## src/rtl/mem_dec_pkg.sv

```systemverilog
// Shared constants, FSM state encoding and one-hot helper for the Z80 memory-region decoder.
package mem_dec_pkg;

    localparam int DEF_ADDR_W   = 16;
    localparam int DEF_SEL_BITS = 3;
    localparam int DEF_WAIT_W   = 3;
    localparam int MAX_SEL_BITS = 8;

    localparam logic [1:0] ST_IDLE = 2'd0;
    localparam logic [1:0] ST_WAIT = 2'd1;
    localparam logic [1:0] ST_HOLD = 2'd2;

    typedef logic [2**MAX_SEL_BITS-1:0] onehot_t;

    // Returns the widest one-hot vector; callers truncate to their own region count.
    function automatic onehot_t region_onehot(input logic [MAX_SEL_BITS-1:0] sel);
        onehot_t oh;
        oh      = '0;
        oh[sel] = 1'b1;
        return oh;
    endfunction

endpackage

```

## src/rtl/mem_wait_counter.sv

```systemverilog
// Wait-state down-counter: loads the latched wait count, decrements while the access waits.
module mem_wait_counter #(
    parameter int WAIT_W = 3
) (
    input  logic              clk,
    input  logic              rst_n,
    input  logic              load,
    input  logic              dec,
    input  logic [WAIT_W-1:0] load_val,
    output logic              zero,
    output logic              last
);

    logic [WAIT_W-1:0] cnt_q, cnt_d;

    always_comb begin
        cnt_d = cnt_q;
        if (load)
            cnt_d = load_val;
        else if (dec && cnt_q != '0)
            cnt_d = cnt_q - WAIT_W'(1);
    end

    always_ff @(posedge clk or negedge rst_n) begin
        if (!rst_n) cnt_q <= '0;
        else        cnt_q <= cnt_d;
    end

    assign zero = (cnt_q == '0);
    assign last = (cnt_q == WAIT_W'(1));

endmodule

```

## src/rtl/mem_region_decoder.sv

```systemverilog
// Clocked Z80 memory-region decoder with registered one-hot chip selects and per-region wait states.
// Optional write protection is enabled by defining WRITE_PROTECT_EN (adds wp_mask / wp_err).
module mem_region_decoder
    import mem_dec_pkg::*;
#(
    parameter int ADDR_W   = DEF_ADDR_W,
    parameter int SEL_BITS = DEF_SEL_BITS,
    parameter int WAIT_W   = DEF_WAIT_W,
    localparam int NUM_CS  = 2**SEL_BITS
) (
    input  logic                     clk,
    input  logic                     rst_n,
    input  logic                     mreq_n,
    input  logic                     rfsh_n,
    input  logic                     rd_n,
    input  logic                     wr_n,
    input  logic [ADDR_W-1:0]        addr,
    input  logic [NUM_CS*WAIT_W-1:0] ws_cfg,
`ifdef WRITE_PROTECT_EN
    input  logic [NUM_CS-1:0]        wp_mask,
    output logic                     wp_err,
`endif
    output logic [NUM_CS-1:0]        cs,
    output logic                     wait_n,
    output logic                     busy
);

    logic [1:0]          state_q, state_d;
    logic [NUM_CS-1:0]   cs_q, cs_d;
    logic                wait_n_q, wait_n_d;
    logic [SEL_BITS-1:0] sel;
    logic [WAIT_W-1:0]   ws_sel;
    logic                start, wp_block;
    logic                cnt_load, cnt_dec, cnt_zero, cnt_last;
    logic                unused_addr;

    assign sel         = addr[ADDR_W-1 -: SEL_BITS];
    assign ws_sel      = ws_cfg[sel*WAIT_W +: WAIT_W];
    assign start       = !mreq_n && rfsh_n && (!rd_n || !wr_n);
    assign unused_addr = ^addr[ADDR_W-SEL_BITS-1:0];

`ifdef WRITE_PROTECT_EN
    logic wp_err_q, wp_err_d;

    assign wp_block = !wr_n && wp_mask[sel];

    // Pulse lines up with the edge where cs would have risen.
    always_comb wp_err_d = (state_q == ST_IDLE) && start && wp_block;

    always_ff @(posedge clk or negedge rst_n) begin
        if (!rst_n) wp_err_q <= 1'b0;
        else        wp_err_q <= wp_err_d;
    end

    assign wp_err = wp_err_q;
`else
    assign wp_block = 1'b0;
`endif

    always_comb begin
        state_d  = state_q;
        cs_d     = cs_q;
        wait_n_d = wait_n_q;
        cnt_load = 1'b0;
        cnt_dec  = 1'b0;
        case (state_q)
            ST_IDLE: begin
                if (start) begin
                    cnt_load = 1'b1;
                    cs_d     = wp_block ? '0 : NUM_CS'(region_onehot(MAX_SEL_BITS'(sel)));
                    if (ws_sel == '0) begin
                        state_d  = ST_HOLD;
                        wait_n_d = 1'b1;
                    end else begin
                        state_d  = ST_WAIT;
                        wait_n_d = 1'b0;
                    end
                end
            end
            ST_WAIT: begin
                if (mreq_n) begin
                    state_d  = ST_IDLE;
                    cs_d     = '0;
                    wait_n_d = 1'b1;
                end else begin
                    cnt_dec = 1'b1;
                    // Release on the edge where the count reaches zero: ws low cycles total.
                    if (cnt_last || cnt_zero) begin
                        state_d  = ST_HOLD;
                        wait_n_d = 1'b1;
                    end
                end
            end
            ST_HOLD: begin
                if (mreq_n) begin
                    state_d = ST_IDLE;
                    cs_d    = '0;
                end
            end
            default: begin
                state_d  = ST_IDLE;
                cs_d     = '0;
                wait_n_d = 1'b1;
            end
        endcase
    end

    always_ff @(posedge clk or negedge rst_n) begin
        if (!rst_n) begin
            state_q  <= ST_IDLE;
            cs_q     <= '0;
            wait_n_q <= 1'b1;
        end else begin
            state_q  <= state_d;
            cs_q     <= cs_d;
            wait_n_q <= wait_n_d;
        end
    end

    mem_wait_counter #(.WAIT_W(WAIT_W)) u_wait_cnt (
        .clk      (clk),
        .rst_n    (rst_n),
        .load     (cnt_load),
        .dec      (cnt_dec),
        .load_val (ws_sel),
        .zero     (cnt_zero),
        .last     (cnt_last)
    );

    assign cs     = cs_q;
    assign wait_n = wait_n_q;
    assign busy   = (state_q != ST_IDLE);

endmodule

```

## config.mk

```make
export PLATFORM = sky130hd
export DESIGN_NAME = mem_region_decoder
export DESIGN_NICKNAME = d
export VERILOG_FILES = /design/src/rtl/mem_dec_pkg.sv /design/src/rtl/mem_wait_counter.sv /design/src/rtl/mem_region_decoder.sv
export SDC_FILE = /design/constraint.sdc
export NUM_CORES = 1
export LEC_CHECK = 0
export CAP_MARGIN = 20
export CORE_UTILIZATION = 38
export DETAILED_ROUTE_END_ITERATION = 6
export GPL_ROUTABILITY_DRIVEN = 0
export MAX_ROUTING_LAYER = met4
export PLACE_DENSITY = 0.79
export SKIP_LAST_GASP = 1
export SLEW_MARGIN = 40
export SYNTH_ARGS = -nofsm -noshare
export SYNTH_HDL_FRONTEND = slang
export SYNTH_SLANG_ARGS = --single-unit
```

## constraint.sdc

```tcl
create_clock -name clk -period 1.8 [get_ports clk]
set_clock_uncertainty 0.1 [all_clocks]
set_input_delay 0.36 -clock clk [delete_from_list [all_inputs] [get_ports clk]]
set_output_delay 0.36 -clock clk [all_outputs]
set_load 0.05 [all_outputs]
```

======== Yosys cells after proc, flatten, opt, wreduce, memory -nomap -nowiden ========
Cells that the tools add are included.
W data, S select, Z words.
operators by class
  eq/ne operators ......................... 7
  shifts and indexed selects .............. 1
  multiply operators ...................... 1
  add/subtract/negate cells ............... 1
  bitwise gates (word level) .............. 1
  $lt $le $gt $ge ......................... 2
  muxes and demuxes ....................... 22
  reduce and logical (&&, ||, !) cells .... 19
operators with widths
  operator               number
  $shiftx A24 B6 Y3      1
  $mux W8                2
  $pmux W8 S2            1
  $mux W2                5
  $lt A3 B9 Y1 const B   1
  $mux W1                9
  $logic_not A3 Y1       2
  $mux W3                2
  $pmux W2 S3            1
  $reduce_and A3 Y1      2
  $mul A3 B2 Y5 const B  1
  $logic_and A1 B1 Y1    4
  $ne A2 B2 Y1 const B   2
  $reduce_bool A2 Y1     2
  $demux W1 S3           1
  $eq A3 B1 Y1 const B   1
  $ge A3 B1 Y1 const B   1
  $logic_not A1 Y1       3
  $ne A3 B3 Y1 const B   1
  $pmux W1 S3            1
  $reduce_bool A3 Y1     1
  $sub A3 B1 Y3 const B  1
  $eq A2 B1 Y1 const B   1
  $eq A2 B2 Y1 const B   1
  other kinds (6)        7
word-level totals
  flip-flop bits (word level) ............. 14
  input port bits ......................... 46

======== Depth between registers and ports, before layout ========
  depth after elaboration ................. 6
  mapped depth ............................ 6
  depth with buffers taken out ............ 6

======== Hierarchy ========
From an unflattened synthesis, not the netlist that was laid out.
unflattened totals
  cells, all modules ...................... 100
  area total of the unflattened synthesis .. 1006.0 µm²
by module, submodules not included
  module              times used  sequential area each (µm²)  cells each  area an instance (µm²)
  mem_region_decoder  1           276.5                       75          780.7
  mem_wait_counter    1           75.1                        25          225.2

======== Worst setup path before layout ========
Ideal clock, no wire load.
  kind .................................... reg-to-reg
  from .................................... register state_q[0]
  to ...................................... register u_wait_cnt.cnt_q[1]
  period minus slack after synthesis ...... 1801 ps
  slack ................................... -1 ps
  path buffers ............................ 0
  data arrival time ....................... 1582 ps
  cell stages (with the launch flop) ...... 7
  cells stage by stage .................... dfrtp_1 inv_1 ha_1 inv_1 nor3_1 nand2_1 o21a_1
on the way
  longest elaborated chain between the ends .. 4
RTL lines
  what                                 RTL line                   RTL
  start, declared                      mem_region_decoder.sv:28   logic [1:0] state_q, state_d;
  start signal, assigned               mem_region_decoder.sv:114  state_q <= state_d;
  $eq A2 B1 Y1                         mem_region_decoder.sv:66   case (state_q)
  $mux W1                              mem_region_decoder.sv:66
  $logic_and A1 B1 Y1                  mem_wait_counter.sv:20     else if (dec && cnt_q != '0)
  $reduce_bool A2 Y1 (no source line)  --
  end signal, assigned                 mem_wait_counter.sv:26     else cnt_q <= cnt_d;
  end, declared                        mem_wait_counter.sv:14     logic [WAIT_W-1:0] cnt_q, cnt_d;
Parallel ways exist; a longest one is shown, timed or not.
A chain may end at the register's enable or synchronous reset.

======== Worst setup path after layout ========
  from .................................... input port ws_cfg[23]
  to ...................................... register state_q[1]
on the way
  longest elaborated chain between the ends .. 5
RTL lines
  what               RTL line                  RTL
  start, declared    mem_region_decoder.sv:18  input logic [NUM_CS*WAIT_W-1:0] ws_cfg,
  $shiftx A24 B6 Y3  mem_region_decoder.sv:38  assign ws_sel = ws_cfg[sel*WAIT_W +: WAIT_W];
  $logic_not A3 Y1   mem_region_decoder.sv:71  if (ws_sel == '0) begin
  $mux W2            mem_region_decoder.sv:71
  $mux W2            mem_region_decoder.sv:68  if (start) begin
  $pmux W2 S3        mem_region_decoder.sv:66
Every way passes these cells. The select of a mux whose other input is x is not followed.

==> report_table.html <==
<table>
<tr><th>Metric</th><th>Value</th></tr>
<tr><th colspan="2">Run status</th></tr>
<tr><td>Run status</td><td>completed</td></tr>
<tr><th colspan="2">Global routing</th></tr>
<tr><td>Vias in the first global route</td><td>1015</td></tr>
<tr><td>Global-route wire length before repair</td><td>about 4.4 mm</td></tr>
<tr><td>Number of antenna violations at the first check in global routing</td><td>0</td></tr>
<tr><td>Met3 Usage GRT</td><td>3.45%</td></tr>
<tr><td>Peak-usage layer in the global routing report</td><td>met2</td></tr>
<tr><td>Largest net degree at the start of global routing</td><td>15</td></tr>
<tr><td>Global routing met2 resource utilization</td><td>41.0%</td></tr>
<tr><td>Global route overflow</td><td>0</td></tr>
<tr><td>Global-route total usage across every layer</td><td>22.3%</td></tr>
<tr><td>Grt met1 use</td><td>23.6%</td></tr>
<tr><th colspan="2">Logic synthesis</th></tr>
<tr><td>Distinct cell type count after synthesis</td><td>31</td></tr>
<tr><td>Synthesized netlist cell count</td><td>between 80 and 90</td></tr>
<tr><td>Most common cell in the netlist</td><td>dfrtp_1</td></tr>
<tr><td>Sequential fraction of the synthesis area</td><td>a little over a third</td></tr>
<tr><td>Combined area of all synthesized cells</td><td>1010 um2</td></tr>
<tr><td>Synth cell count leaders</td><td>dfrtp_1 (13), mux2_1 (8), inv_1 (7), nor2_1 (7)</td></tr>
<tr><td>Cell types with the largest area share after synthesis</td><td>dfrtp_1 (32%), mux4_2 (13%), mux2_1 (8.9%)</td></tr>
<tr><td>Cell taking the most area after synthesis</td><td>dfrtp_1</td></tr>
<tr><td>Flops &amp; latches, synth</td><td>14</td></tr>
<tr><td>Number of synthesized flops with an enable pin</td><td>0</td></tr>
<tr><td>Mean post-synth cell area</td><td>11.4 um2</td></tr>
<tr><td>Post-Syn Nets</td><td>140</td></tr>
<tr><td>Area fraction of the dominant cell type after synthesis</td><td>32.3%</td></tr>
<tr><td>Primary FF master, synth</td><td>dfrtp_1</td></tr>
<tr><td>Synth Warn #</td><td>0</td></tr>
<tr><td>Post-synth ARST share</td><td>100%</td></tr>
<tr><th colspan="2">Power</th></tr>
<tr><td>NetSw</td><td>847 uW</td></tr>
<tr><td>Leakage component of the power</td><td>0.797 nW</td></tr>
<tr><td>Pwr Density</td><td>roughly 1200 nW/um2</td></tr>
<tr><td>Internal power component</td><td>approximately 1.1 mW</td></tr>
<tr><td>Switching Share</td><td>42.7%</td></tr>
<tr><td>Fraction of power consumed by combinational cells</td><td>roughly 63%</td></tr>
<tr><td>Reg power frac</td><td>between 20% and 30%</td></tr>
<tr><td>Proportion of power drawn by the clock network</td><td>11.3%</td></tr>
<tr><td>Total design power</td><td>1.98 mW</td></tr>
<tr><td>Worst voltage drop across the vdd grid</td><td>approximately 0.81 mV</td></tr>
<tr><th colspan="2">Detailed routing</th></tr>
<tr><td>Ratio of routed vias to standard cells</td><td>5.13</td></tr>
<tr><td>Number of routed nets with antenna violations</td><td>0</td></tr>
<tr><td>Via Count</td><td>roughly 900</td></tr>
<tr><td>TritonRoute pass-1 iters</td><td>4</td></tr>
<tr><td>Total wire length</td><td>2.65 mm</td></tr>
<tr><td>Violation count after the first detailed-route iteration</td><td>9</td></tr>
<tr><td>Residual DRC</td><td>0</td></tr>
<tr><td>Routed wire length per instance</td><td>15.0 um</td></tr>
<tr><th colspan="2">Finish</th></tr>
<tr><td>Storage cell area</td><td>352 um2</td></tr>
<tr><td>Share of layout cells above drive strength 1</td><td>approximately 32%</td></tr>
<tr><td>Footprint of the multi-input gates</td><td>between 600 and 700 um2</td></tr>
<tr><td>Number of inserted filler cells in the final layout</td><td>190</td></tr>
<tr><td>Area growth from synthesis to layout</td><td>63.7%</td></tr>
<tr><td>Fin nets</td><td>199</td></tr>
<tr><td>Number of diodes added for antenna fixing</td><td>0</td></tr>
<tr><td>Core occupancy in the finished layout</td><td>66.0%</td></tr>
<tr><th colspan="2">Clock tree</th></tr>
<tr><td>Cts hold-fix bufs</td><td>0</td></tr>
<tr><td>Clock-pin slew reported for the worst setup and hold paths after clock tree synthesis</td><td>around 0.090 ns</td></tr>
<tr><td>CTS root buf</td><td>clkbuf_4</td></tr>
<tr><td>Worst skew pair latency</td><td>0.27 ns</td></tr>
<tr><td>CTS tree</td><td>yes</td></tr>
<tr><td>Maximum root-to-sink buffer count</td><td>2</td></tr>
<tr><td>Number of buffers inserted during clock tree synthesis</td><td>3</td></tr>
<tr><td>Count of clock tree sinks</td><td>14</td></tr>
<tr><td>H-tree levels</td><td>1</td></tr>
<tr><th colspan="2">Worst setup path</th></tr>
<tr><td>Arrival time at the worst endpoint</td><td>around 1.9 ns</td></tr>
<tr><td>Chain of cells forming the critical path</td><td>clkdlybuf4s50_1 &gt; mux4_2 &gt; mux2i_4 &gt; nand4_1 &gt; a32oi_1</td></tr>
<tr><td>Data required time of the critical path</td><td>1.89 ns</td></tr>
<tr><td>Class of the most critical setup path</td><td>input port to register</td></tr>
<tr><td>Worst Path Max Fanout</td><td>3</td></tr>
<tr><td>Slowest stage delay, CP</td><td>just over 0.5 ns</td></tr>
<tr><td>Worst path slowest cell</td><td>mux4_2</td></tr>
<tr><td>Category of the worst setup path launch point</td><td>input port</td></tr>
<tr><td>Crit path capture type</td><td>register</td></tr>
<tr><th colspan="2">Die</th></tr>
<tr><td>Count of pins on the block boundary</td><td>56</td></tr>
<tr><td>Die area</td><td>2860 um2</td></tr>
<tr><td>DIE HEIGHT</td><td>53.5 um</td></tr>
<tr><td>Effective utilization at floorplan</td><td>40.3%</td></tr>
<tr><td>Floorplan die width</td><td>53.5 um</td></tr>
<tr><td>CORE AREA</td><td>2500 um2</td></tr>
<tr><td>Number of placement rows</td><td>18</td></tr>
<tr><th colspan="2">STA</th></tr>
<tr><td>Max_slew headroom</td><td>75.4%</td></tr>
<tr><td>Total Neg Setup Slack</td><td>0 ns</td></tr>
<tr><td>Maximum operating frequency</td><td>566 MHz</td></tr>
<tr><td>Endpoints failing setup</td><td>0</td></tr>
<tr><td>Worst hold margin</td><td>about 0.28 ns</td></tr>
<tr><td>Final count of pins violating max slew</td><td>0</td></tr>
<tr><td>Final min period</td><td>1.77 ns</td></tr>
<tr><td>Fin crit share</td><td>a little over nine tenths</td></tr>
<tr><td>Slack of the critical path</td><td>0.0318 ns</td></tr>
<tr><td>RSZ-0062 raised after global routing</td><td>true</td></tr>
<tr><td>Number of hold violations in the final report</td><td>0</td></tr>
<tr><td>Worst-Margin Slew</td><td>0.366 ns</td></tr>
<tr><th colspan="2">Placement</th></tr>
<tr><td>Half-perimeter wire length after placement</td><td>2.05 mm</td></tr>
<tr><td>Quantity of I/O buffers inserted on ports</td><td>42</td></tr>
<tr><td>Post-Place Worst Slack</td><td>-0.496 ns</td></tr>
<tr><th colspan="2">Min path</th></tr>
<tr><td>Path class of the lowest-slack min-delay path</td><td>input port to async pin</td></tr>
<tr><th colspan="2">Flow run</th></tr>
<tr><td>Max-Cap Viols</td><td>0</td></tr>
</table>
==> final timing paths <==
check                                       start                endpoint  slack, ns  cells after the start
min reg2reg                     cs[6]$_DFFE_PN0P_       cs[6]$_DFFE_PN0P_       0.40                      1
max reg2reg                state_q[0]$_DFFE_PN0P_  state_q[0]$_DFFE_PN0P_       0.08                      6
max                                    ws_cfg[23]  state_q[1]$_DFFE_PN0P_       0.03                      5
min in group clk                cs[6]$_DFFE_PN0P_       cs[6]$_DFFE_PN0P_       0.40                      1
max in group asynchronous                   rst_n      wait_n$_DFFE_PN1P_       1.07                      2
min                                         rst_n       cs[1]$_DFFE_PN0P_       0.28                      2
==> metal layers <==
metal	vias up	part of all wire [%]
met4	0	2.9
met1	433	39
met5	-	0
met2	31	55
met3	6	3.3
li1	432	-
==> cells in the final DEF, fill, tap and decap left out <==
cell type	netlist	routed
clkdlybuf4s50_1	0	24
buf_4	0	22
dfrtp_1	13	13
mux2_1	8	8
nor2_1	7	7
inv_1	7	6
mux4_2	6	6
ha_1	6	6
dlymetal6s2s_1	0	6
nand2b_1	3	3
o21a_1	3	3
nand2_1	3	3
nor3_1	4	3
o21ai_0	3	3
mux2i_4	0	3
mux2i_1	3	3
clkbuf_4	0	3
buf_12	0	2
buf_6	1	2
inv_4	0	1
nand2b_2	1	1
and2_4	1	1
a21o_4	0	1
nand4_1	1	1
nor2b_1	1	1
a211o_1	1	1
a32oi_1	1	1
nor4_1	1	1
nand3_2	0	1
a2bb2oi_1	1	1
o211ai_1	1	1
xor2_1	1	1
nor3_2	0	1
a22o_1	1	1
xnor2_1	1	1
clkbuf_8	1	1
clkbuf_2	0	1
dlygate4sd2_1	0	1
dfstp_2	1	1
==> what timing repair did <==
item                       in CTS  in global routing
setup endpoints to repair       5                 11
buffers inserted                2                  3
cloned                          0                  0
pin swaps                       3                  2
gates resized for setup         9                 11
==> stage by stage <==
step / cells / cell area, um2
2_1_floorplan: 88 / 1010
5_1_grt: 176 / 1650
6_report: 176 / 1650
3_5_place_dp: 167 / 1520
4_1_cts: 173 / 1610
3_3_place_gp: 167 / 1520
==> power groups by stage <==
stage | Clock, mW | Sequential [mW] | Combinational, mW
3_5_place_dp | 0 | 0.512 | 1.17
3_3_place_gp | 0 | 0.508 | 1.13
4_1_cts | 0.230 | 0.503 | 1.21
5_1_grt | 0.238 | 0.515 | 1.36
2_1_floorplan | 0 | 0.683 | 0.570
6_report | 0.224 | 0.503 | 1.26
==> registers in the layout (all words and copies together) (netlist names) <==
| register | count |
|---|---|
| cs | 8 |
| u_wait_cnt.cnt_q | 3 |
| wait_n | 1 |
| state_q | 2 |
==> critical path, delay by kind of cell <==
| family | cells | cell delay (ns) |
|---|---|---|
| mux | 2 | 0.71 |
| simple gates | 1 | 0.16 |
| buf+inv | 1 | 0.40 |
| compound gates | 1 | 0.23 |
==> final cells by class <==
| cell class | count | area share (%) |
|---|---|---|
| Timing Repair Buffer | 58 | 33.8 |
| Tap cell | 30 | 2.28 |
| Sequential cell | 14 | 21.3 |
| Multi-Input combinational cell | 63 | 38.7 |
| Clock buffer | 4 | 2.20 |
| Inverter | 7 | 1.75 |
==> kinds of logic (layout without fill, tap and decap cells) <==
family / Yosys count / count (layout) / synth area share [%]
simple gates: 23 / 23 / 11.7
mux: 20 / 20 / 29.4
flops: 14 / 14 / 34.9
compound gates: 12 / 12 / 8.70
buf+inv: 11 / 69 / 6.09
fa+ha+maj: 6 / 6 / 7.45
xor+xnor: 2 / 2 / 1.74
No activity file was read; power rests on OpenSTA's default activity.
